File: config.mk
export PLATFORM = sky130hd
export DESIGN_NAME = dso100fb_fetch2d
export DESIGN_NICKNAME = d
export VERILOG_FILES = /design/src/rtl/dso100fb_pkg.sv /design/src/rtl/dso100fb_fetch2d_agen.sv /design/src/rtl/dso100fb_fetch2d.sv
export SDC_FILE = /design/constraint.sdc
export NUM_CORES = 1
export LEC_CHECK = 0
export CELL_PAD_IN_SITES_DETAIL_PLACEMENT = 1
export CELL_PAD_IN_SITES_GLOBAL_PLACEMENT = 1
export CORE_ASPECT_RATIO = 1.4
export CORE_MARGIN = 4
export CORE_UTILIZATION = 38
export CTS_BUF_LIST = sky130_fd_sc_hd__clkbuf_2
export DETAILED_ROUTE_END_ITERATION = 8
export PLACE_DENSITY = 0.9
export SLEW_MARGIN = 40
export SYNTH_ARGS = -nofsm -noshare
export SYNTH_HDL_FRONTEND = slang
export SYNTH_HIERARCHICAL = 1
export SYNTH_SLANG_ARGS = --single-unit
File: constraint.sdc
create_clock -name CLK -period 3.6 [get_ports CLK]
set_input_delay 0.9 -clock CLK [delete_from_list [all_inputs] [get_ports CLK]]
set_output_delay 0.9 -clock CLK [all_outputs]
set_load 0.01 [all_outputs]
File: src/rtl/dso100fb_pkg.sv
// Shared encodings for the DSO100 framebuffer fetch path.
// The ERROR state exists only when DSO100FB_FETCH_HRESP_EN is defined.
package dso100fb_pkg;

  typedef enum logic [2:0] {
    ST_IDLE  = 3'd0,
    ST_WAIT  = 3'd1,
    ST_BURST = 3'd2,
    ST_DRAIN = 3'd3
`ifdef DSO100FB_FETCH_HRESP_EN
    , ST_ERROR = 3'd4
`endif
  } fetch_state_t;

  localparam logic [1:0] HTRANS_IDLE   = 2'b00;
  localparam logic [1:0] HTRANS_NONSEQ = 2'b10;
  localparam logic [1:0] HTRANS_SEQ    = 2'b11;

  localparam logic [2:0] HBURST_INCR4  = 3'b011;
  localparam logic [2:0] HBURST_INCR8  = 3'b101;
  localparam logic [2:0] HBURST_INCR16 = 3'b111;

  function automatic logic [2:0] hburst_code(input int burst_len);
    case (burst_len)
      4:       return HBURST_INCR4;
      16:      return HBURST_INCR16;
      default: return HBURST_INCR8;
    endcase
  endfunction

endpackage

File: src/rtl/dso100fb_fetch2d_agen.sv
// 2D burst address generator: burst/line/frame down-counters and frame-done timing.
// Shadows reload from the live inputs on start and at every frame wrap.
module dso100fb_fetch2d_agen #(
  parameter int BURST_BYTES = 32
) (
  input  logic        CLK,
  input  logic        RST_N,
  input  logic        load,
  input  logic        advance,
  input  logic [31:0] base,
  input  logic [31:0] stride,
  input  logic [15:0] line_bursts,
  input  logic [15:0] lines,
  output logic [31:0] burst_ptr,
  output logic        frame_done
);

  localparam logic [31:0] ALIGN_MASK = ~(32'(BURST_BYTES) - 32'd1);

  logic [31:0] stride_sh;
  logic [31:0] line_ptr;
  logic [15:0] lbursts_m1_sh;
  logic [15:0] burst_cnt;
  logic [15:0] line_cnt;
  logic        burst_tc;
  logic        line_tc;
  logic        restart;

  // A programmed count of zero behaves as one.
  function automatic logic [15:0] minus1(input logic [15:0] n);
    return (n == 16'd0) ? 16'd0 : n - 16'd1;
  endfunction

  assign burst_tc   = (burst_cnt == 16'd0);
  assign line_tc    = (line_cnt == 16'd0);
  assign frame_done = advance && burst_tc && line_tc;
  assign restart    = load || frame_done;

  always_ff @(posedge CLK or negedge RST_N) begin
    if (!RST_N) begin
      stride_sh     <= '0;
      lbursts_m1_sh <= '0;
      line_ptr      <= '0;
      burst_ptr     <= '0;
      burst_cnt     <= '0;
      line_cnt      <= '0;
    end else if (restart) begin
      stride_sh     <= stride & ALIGN_MASK;
      lbursts_m1_sh <= minus1(line_bursts);
      line_ptr      <= base & ALIGN_MASK;
      burst_ptr     <= base & ALIGN_MASK;
      burst_cnt     <= minus1(line_bursts);
      line_cnt      <= minus1(lines);
    end else if (advance) begin
      if (!burst_tc) begin
        burst_cnt <= burst_cnt - 16'd1;
        burst_ptr <= burst_ptr + 32'(BURST_BYTES);
      end else begin
        line_cnt  <= line_cnt - 16'd1;
        burst_cnt <= lbursts_m1_sh;
        line_ptr  <= line_ptr + stride_sh;
        burst_ptr <= line_ptr + stride_sh;
      end
    end
  end

endmodule

File: src/rtl/dso100fb_fetch2d.sv
// AHB-Lite burst read master fetching a 2D framebuffer region into a FIFO.
// Define DSO100FB_FETCH_HRESP_EN to abort on HRESP errors and enable the ERROR state.
//
// state | meaning
// IDLE  | stopped; FETCH_EN=1 latches config and starts a frame
// WAIT  | between bursts; waiting for FIFO space
// BURST | issuing BURST_LEN address phases
// DRAIN | last data phase outstanding, HTRANS=IDLE
// ERROR | bus error seen; held until FETCH_EN=0
module dso100fb_fetch2d
  import dso100fb_pkg::*;
#(
  parameter int DATA_W    = 32,
  parameter int BURST_LEN = 8
) (
  input  logic              CLK,
  input  logic              RST_N,
  input  logic              FETCH_EN,
  input  logic [31:0]       FETCH_FB_BASE,
  input  logic [31:0]       FETCH_STRIDE,
  input  logic [15:0]       FETCH_LINE_BURSTS,
  input  logic [15:0]       FETCH_LINES,
  output logic [31:0]       HADDR,
  output logic [2:0]        HBURST,
  output logic [2:0]        HSIZE,
  output logic [1:0]        HTRANS,
  output logic [3:0]        HPROT,
  output logic              HWRITE,
  output logic              HMASTLOCK,
  output logic [DATA_W-1:0] HWDATA,
  input  logic [DATA_W-1:0] HRDATA,
  input  logic              HREADY,
  input  logic              HRESP,
  input  logic              FIFO_SPACE_OK,
  output logic              FIFO_WRITE,
  output logic [DATA_W-1:0] FIFO_DATA,
  output logic              FETCH_FRAME_DONE,
  output logic              FETCH_ERR
);

  localparam int BYTES       = DATA_W / 8;
  localparam int BYTE_SH     = $clog2(BYTES);
  localparam int BURST_BYTES = BURST_LEN * BYTES;
  localparam int BW          = $clog2(BURST_LEN);

  fetch_state_t state, state_nx;
  logic [BW-1:0] beat_idx;
  logic [31:0]   burst_ptr;
  logic          data_pend;
  logic          addr_acc;
  logic          data_done;
  logic          last_beat;
  logic          load;
  logic          advance;
  logic          abort;

  assign HBURST    = hburst_code(BURST_LEN);
  assign HSIZE     = 3'(BYTE_SH);
  assign HPROT     = 4'b0011;
  assign HWRITE    = 1'b0;
  assign HMASTLOCK = 1'b0;
  assign HWDATA    = '0;
  assign FIFO_DATA = HRDATA;

  assign addr_acc  = (state == ST_BURST) && HREADY;
  assign data_done = data_pend && HREADY;
  assign last_beat = (beat_idx == BW'(BURST_LEN - 1));
  assign advance   = (state == ST_DRAIN) && data_done;

  assign HADDR      = burst_ptr + (32'(beat_idx) << BYTE_SH);
  assign HTRANS     = (state != ST_BURST) ? HTRANS_IDLE :
                      (beat_idx == '0)    ? HTRANS_NONSEQ : HTRANS_SEQ;
  assign FIFO_WRITE = data_done;

`ifdef DSO100FB_FETCH_HRESP_EN
  logic fetch_err;

  // First cycle of the two-cycle error response; the errored beat is never pushed.
  assign abort     = data_pend && HRESP && !HREADY;
  assign FETCH_ERR = fetch_err;

  always_ff @(posedge CLK or negedge RST_N) begin
    if (!RST_N)                               fetch_err <= 1'b0;
    else if (abort)                           fetch_err <= 1'b1;
    else if (state == ST_ERROR && !FETCH_EN)  fetch_err <= 1'b0;
  end
`else
  logic unused_hresp;
  assign unused_hresp = HRESP;
  assign abort        = 1'b0;
  assign FETCH_ERR    = 1'b0;
`endif

  always_comb begin
    state_nx = state;
    load     = 1'b0;
    unique case (state)
      ST_IDLE: begin
        if (FETCH_EN) begin
          load     = 1'b1;
          state_nx = ST_WAIT;
        end
      end
      ST_WAIT: begin
        if (!FETCH_EN)          state_nx = ST_IDLE;
        else if (FIFO_SPACE_OK) state_nx = ST_BURST;
      end
      ST_BURST: begin
        if (addr_acc && last_beat) state_nx = ST_DRAIN;
      end
      ST_DRAIN: begin
        if (data_done) state_nx = FETCH_EN ? ST_WAIT : ST_IDLE;
      end
`ifdef DSO100FB_FETCH_HRESP_EN
      ST_ERROR: begin
        if (!FETCH_EN) state_nx = ST_IDLE;
      end
`endif
      default: state_nx = ST_IDLE;
    endcase
`ifdef DSO100FB_FETCH_HRESP_EN
    if (abort) state_nx = ST_ERROR;
`endif
  end

  always_ff @(posedge CLK or negedge RST_N) begin
    if (!RST_N) begin
      state     <= ST_IDLE;
      beat_idx  <= '0;
      data_pend <= 1'b0;
    end else begin
      state <= state_nx;
      if (abort) begin
        beat_idx  <= '0;
        data_pend <= 1'b0;
      end else begin
        if (addr_acc) beat_idx <= last_beat ? '0 : beat_idx + BW'(1);
        if (addr_acc)       data_pend <= 1'b1;
        else if (data_done) data_pend <= 1'b0;
      end
    end
  end

  dso100fb_fetch2d_agen #(
    .BURST_BYTES(BURST_BYTES)
  ) u_agen (
    .CLK        (CLK),
    .RST_N      (RST_N),
    .load       (load),
    .advance    (advance),
    .base       (FETCH_FB_BASE),
    .stride     (FETCH_STRIDE),
    .line_bursts(FETCH_LINE_BURSTS),
    .lines      (FETCH_LINES),
    .burst_ptr  (burst_ptr),
    .frame_done (FETCH_FRAME_DONE)
  );

endmodule

==> run summary <==
Relative slew margins - 0.517
Yosys warns - 6
Area share of fa/ha/maj cells after synthesis - 0.0526
R2r worst-path depth - 12
Iter 0 DRT Violations - 644
Post-Syn Area per Cell - 7.94 µm²
Final total power - 10.4 mW
Failing checks - setup timing
Largest net degree at the start of global routing - 68
Clock-pin slew on the worst setup and hold paths - 0.22 ns
Num CTS Buffers - 17
RePlAce Congestion - 0.867
Hold Crit Class - in -> async
DRT met1 WL - 13600 µm
First-pass GRT wire length - 56100 µm
Die width - 147 µm
Async SR Flop Fraction - 1.00
Multi-input logic area - 6480 µm²
Placement Cell Area - 11900 µm²
Routed Antenna Nets - 0
Tightest Pin Transition - 0.725 ns
CP Depth - 6
Synth unique cells - 78
Post-Synthesis Cells - 1294
Final nets - 1593
Yosys top cell by area - dfrtp_1
Power per cell area - 827 nW/µm²
Share of cells above drive strength 1 - 0.151
DIE HEIGHT - 203 µm
Setup slack after layout - -0.214 ns
H-tree levels - 4
CP max stage cell - or4_4
Yosys reg bits - 136
Remaining Overflow, GRT - 0
LEAKAGE - 5.49 nW
Routed WL per cell - 20.5 µm
Number of flops mapped to enable cells by yosys - 0
Setup violators final - 25
Global router's overall resource usage - 0.232
Sink Count - 136
Core ar. - 26400 µm²
Final min period - 3.81 ns
Critical Path Source Type - flip-flop
Hold_buf cts - 0
RSZ-0062 raised after global routing - yes
Crit-path leading delay family - simple AND/OR/NAND/NOR gates
Clock root buffer - clkbuf_2
Top sig layer - met4
Register area share after synthesis - 0.331
CP peak stage delay - 0.54 ns
Rows - 70
Worst EP required - 2.70 ns
Period utilization - 1.06
DRC viols - 0
Compound-cell area share of the yosys netlist - 0.194
Ranking of synthesized cells by area - dfrtp_1 (33%), nand2_1 (7.7%), buf_4 (6.0%), xnor2_1 (5.9%), a21oi_1 (5.3%)
Critical path, cell by cell - or4_4, or4_4, nor3_4, nand2_2, nor4b_4, buf_2
Reg-to-reg slack, setup - 0.16 ns
I/O Buffers - 126
CP bufs+invs - 1
Portion of netlist area occupied by mux cells - 0.00305
Post-Syn Area - 10300 µm²
Initial Utilization - 0.390
Most frequent cells after synthesis - nand2_1 (210), dfrtp_1 (136), nor2_1 (122)
Largest family of logic cells by synthesized area - simple AND/OR/NAND/NOR gates
Status - finished, violations left
Critical Path Start - u_agen/burst_cnt[9]
Fill cells - 3192
R2R Path End - u_agen/burst_ptr[31]
Io pins - 247
Max cap viols - 0
Top-count cell post-synth - nand2_1
Final hold viol count - 0
Hpwl dp - 26000 µm
Final WL - 36700 µm
Critical Path End Type - output pin
Register area - 3400 µm²
CTS tree - done
Most used cell, CP - or4_4
Fmax - 262 MHz
Critical register-to-register path startpoint - u_agen/stride_sh[5]
Bufs on Longest Clock Path - 2
CP max FO - 2
Met2 WL - 19100 µm
Synth Area in XOR/XNOR - 0.0853
Vias in the first global route - 10796
Skew final - 0.0405 ns
Area Growth Syn to Fin - 22.1%
Die area - 29800 µm²
Fin Setup TNS - -3.23 ns
Initial antenna violation count - 1
Vias - 10215
Crit Path Class - reg -> out
Via density - 5.71
Drt first pass iters - 5
Crit path DAT - 2.91 ns
Primary FF master, synth - dfrtp_1
Clock latency at the later pin of the worst-skew pair - 0.79 ns
VDD IR max - 0.466 mV
Finished Cell Area - 12500 µm²
Met3 WL - 1660 µm
Post-synth top area share - 0.331
CP Capture Point - FETCH_FRAME_DONE
Synth Area in Simple Gates - 0.236
Final Slew Violations - 0
==> layout by cell type (no fill, tap or decap), drive strengths merged, types with 20 or more instances in the layout <==
master,n
a21o,23
a21oi,110
a31oi,20
buf,106
clkdlybuf4s50,96
conb,45
dfrtp,136
ha,40
inv,32
nand2,212
nand3,29
nand4,20
nor2,123
nor3,33
o21ai,80
xnor2,69
xor2,31
==> repair_timing <==
item,in CTS,in global routing
gates resized for setup,148,50
pin swaps,32,34
buffers inserted,5,8
endpoints found under the setup margin,28,30
==> worst register-to-register path, delay by kind of cell (launching register included) <==
family	cells	cell delay, ns
DFF	1	0.45
and+or+nand+nor	4	1.22
buffers and inverters	1	0.06
AOI/OAI and AO/OA	5	1.07
adders and majority gates	2	0.62
==> state kept, by name (all words and copies together) (netlist names) <==
| signal | flops |
|---|---|
| u_agen/lbursts_m1_sh | 16 |
| u_agen/burst_cnt | 16 |
| u_agen/burst_ptr | 28 |
| u_agen/line_cnt | 16 |
| u_agen/line_ptr | 27 |
| u_agen/stride_sh | 27 |
| data_pend | 1 |
| state | 2 |
| beat_idx | 3 |
==> how the worst min path moves through the flow <==
| stage | start | to | cells past startpoint |
|---|---|---|---|
| finish | RST_N | u_agen/line_ptr[23] | 1 |
| global route | RST_N | u_agen/line_ptr[23] | 1 |
| CTS | RST_N | u_agen/burst_ptr[7] | 1 |
| floorplan | u_agen/lbursts_m1_sh[15] | u_agen/lbursts_m1_sh[15] | 2 |
| detailed placement | u_agen/lbursts_m1_sh[5] | u_agen/lbursts_m1_sh[5] | 1 |
| global placement | u_agen/stride_sh[8] | u_agen/stride_sh[8] | 2 |
==> cell type report <==
| class | count | share of cell area |
|---|---|---|
| Clock inverter | 13 | 0.0125 |
| Multi-Input combinational cell | 1026 | 0.516 |
| Sequential cell | 136 | 0.271 |
| Antenna cell | 1 | 0.000199 |
| Timing Repair Buffer | 204 | 0.147 |
| Tap cell | 360 | 0.0359 |
| Clock buffer | 18 | 0.00718 |
| Inverter | 32 | 0.00958 |
==> per-layer routing <==
layer	global-route usage	up-vias
met5	0	-
li1	-	4647
met3	0.0342	145
met1	0.254	5040
met4	0.144	0
met2	0.420	383
==> stage by stage <==
stage	utilization	std cells	worst slack [ns]	hold WS (ns)
after global placement	0.450	1747	-0.0981	0.459
after detailed placement	0.450	1747	-0.0870	0.467
after global routing	0.476	1790	-0.341	0.0748
after CTS	0.465	1783	-0.254	0.0796
after floorplan	-	1337	0.346	0.440
final	0.476	1790	-0.214	0.0662
==> cell families after synthesis <==
family	after synthesis
AO/OA/AOI/OAI	323
other	2
multiplexers	3
AND/OR/NAND/NOR	513
adder cells (fa/ha/maj)	42
buffers and inverters	175
flip-flops	136
XOR/XNOR	100
==> report_power, final <==
group	total, mW	switching, mW	internal, mW	leakage [nW]
clock network	1.01	0.632	0.381	0.139
registers	3.05	0.836	2.21	1.64
logic	6.31	3.69	2.62	3.71
Power figures use the tool's default switching activity.
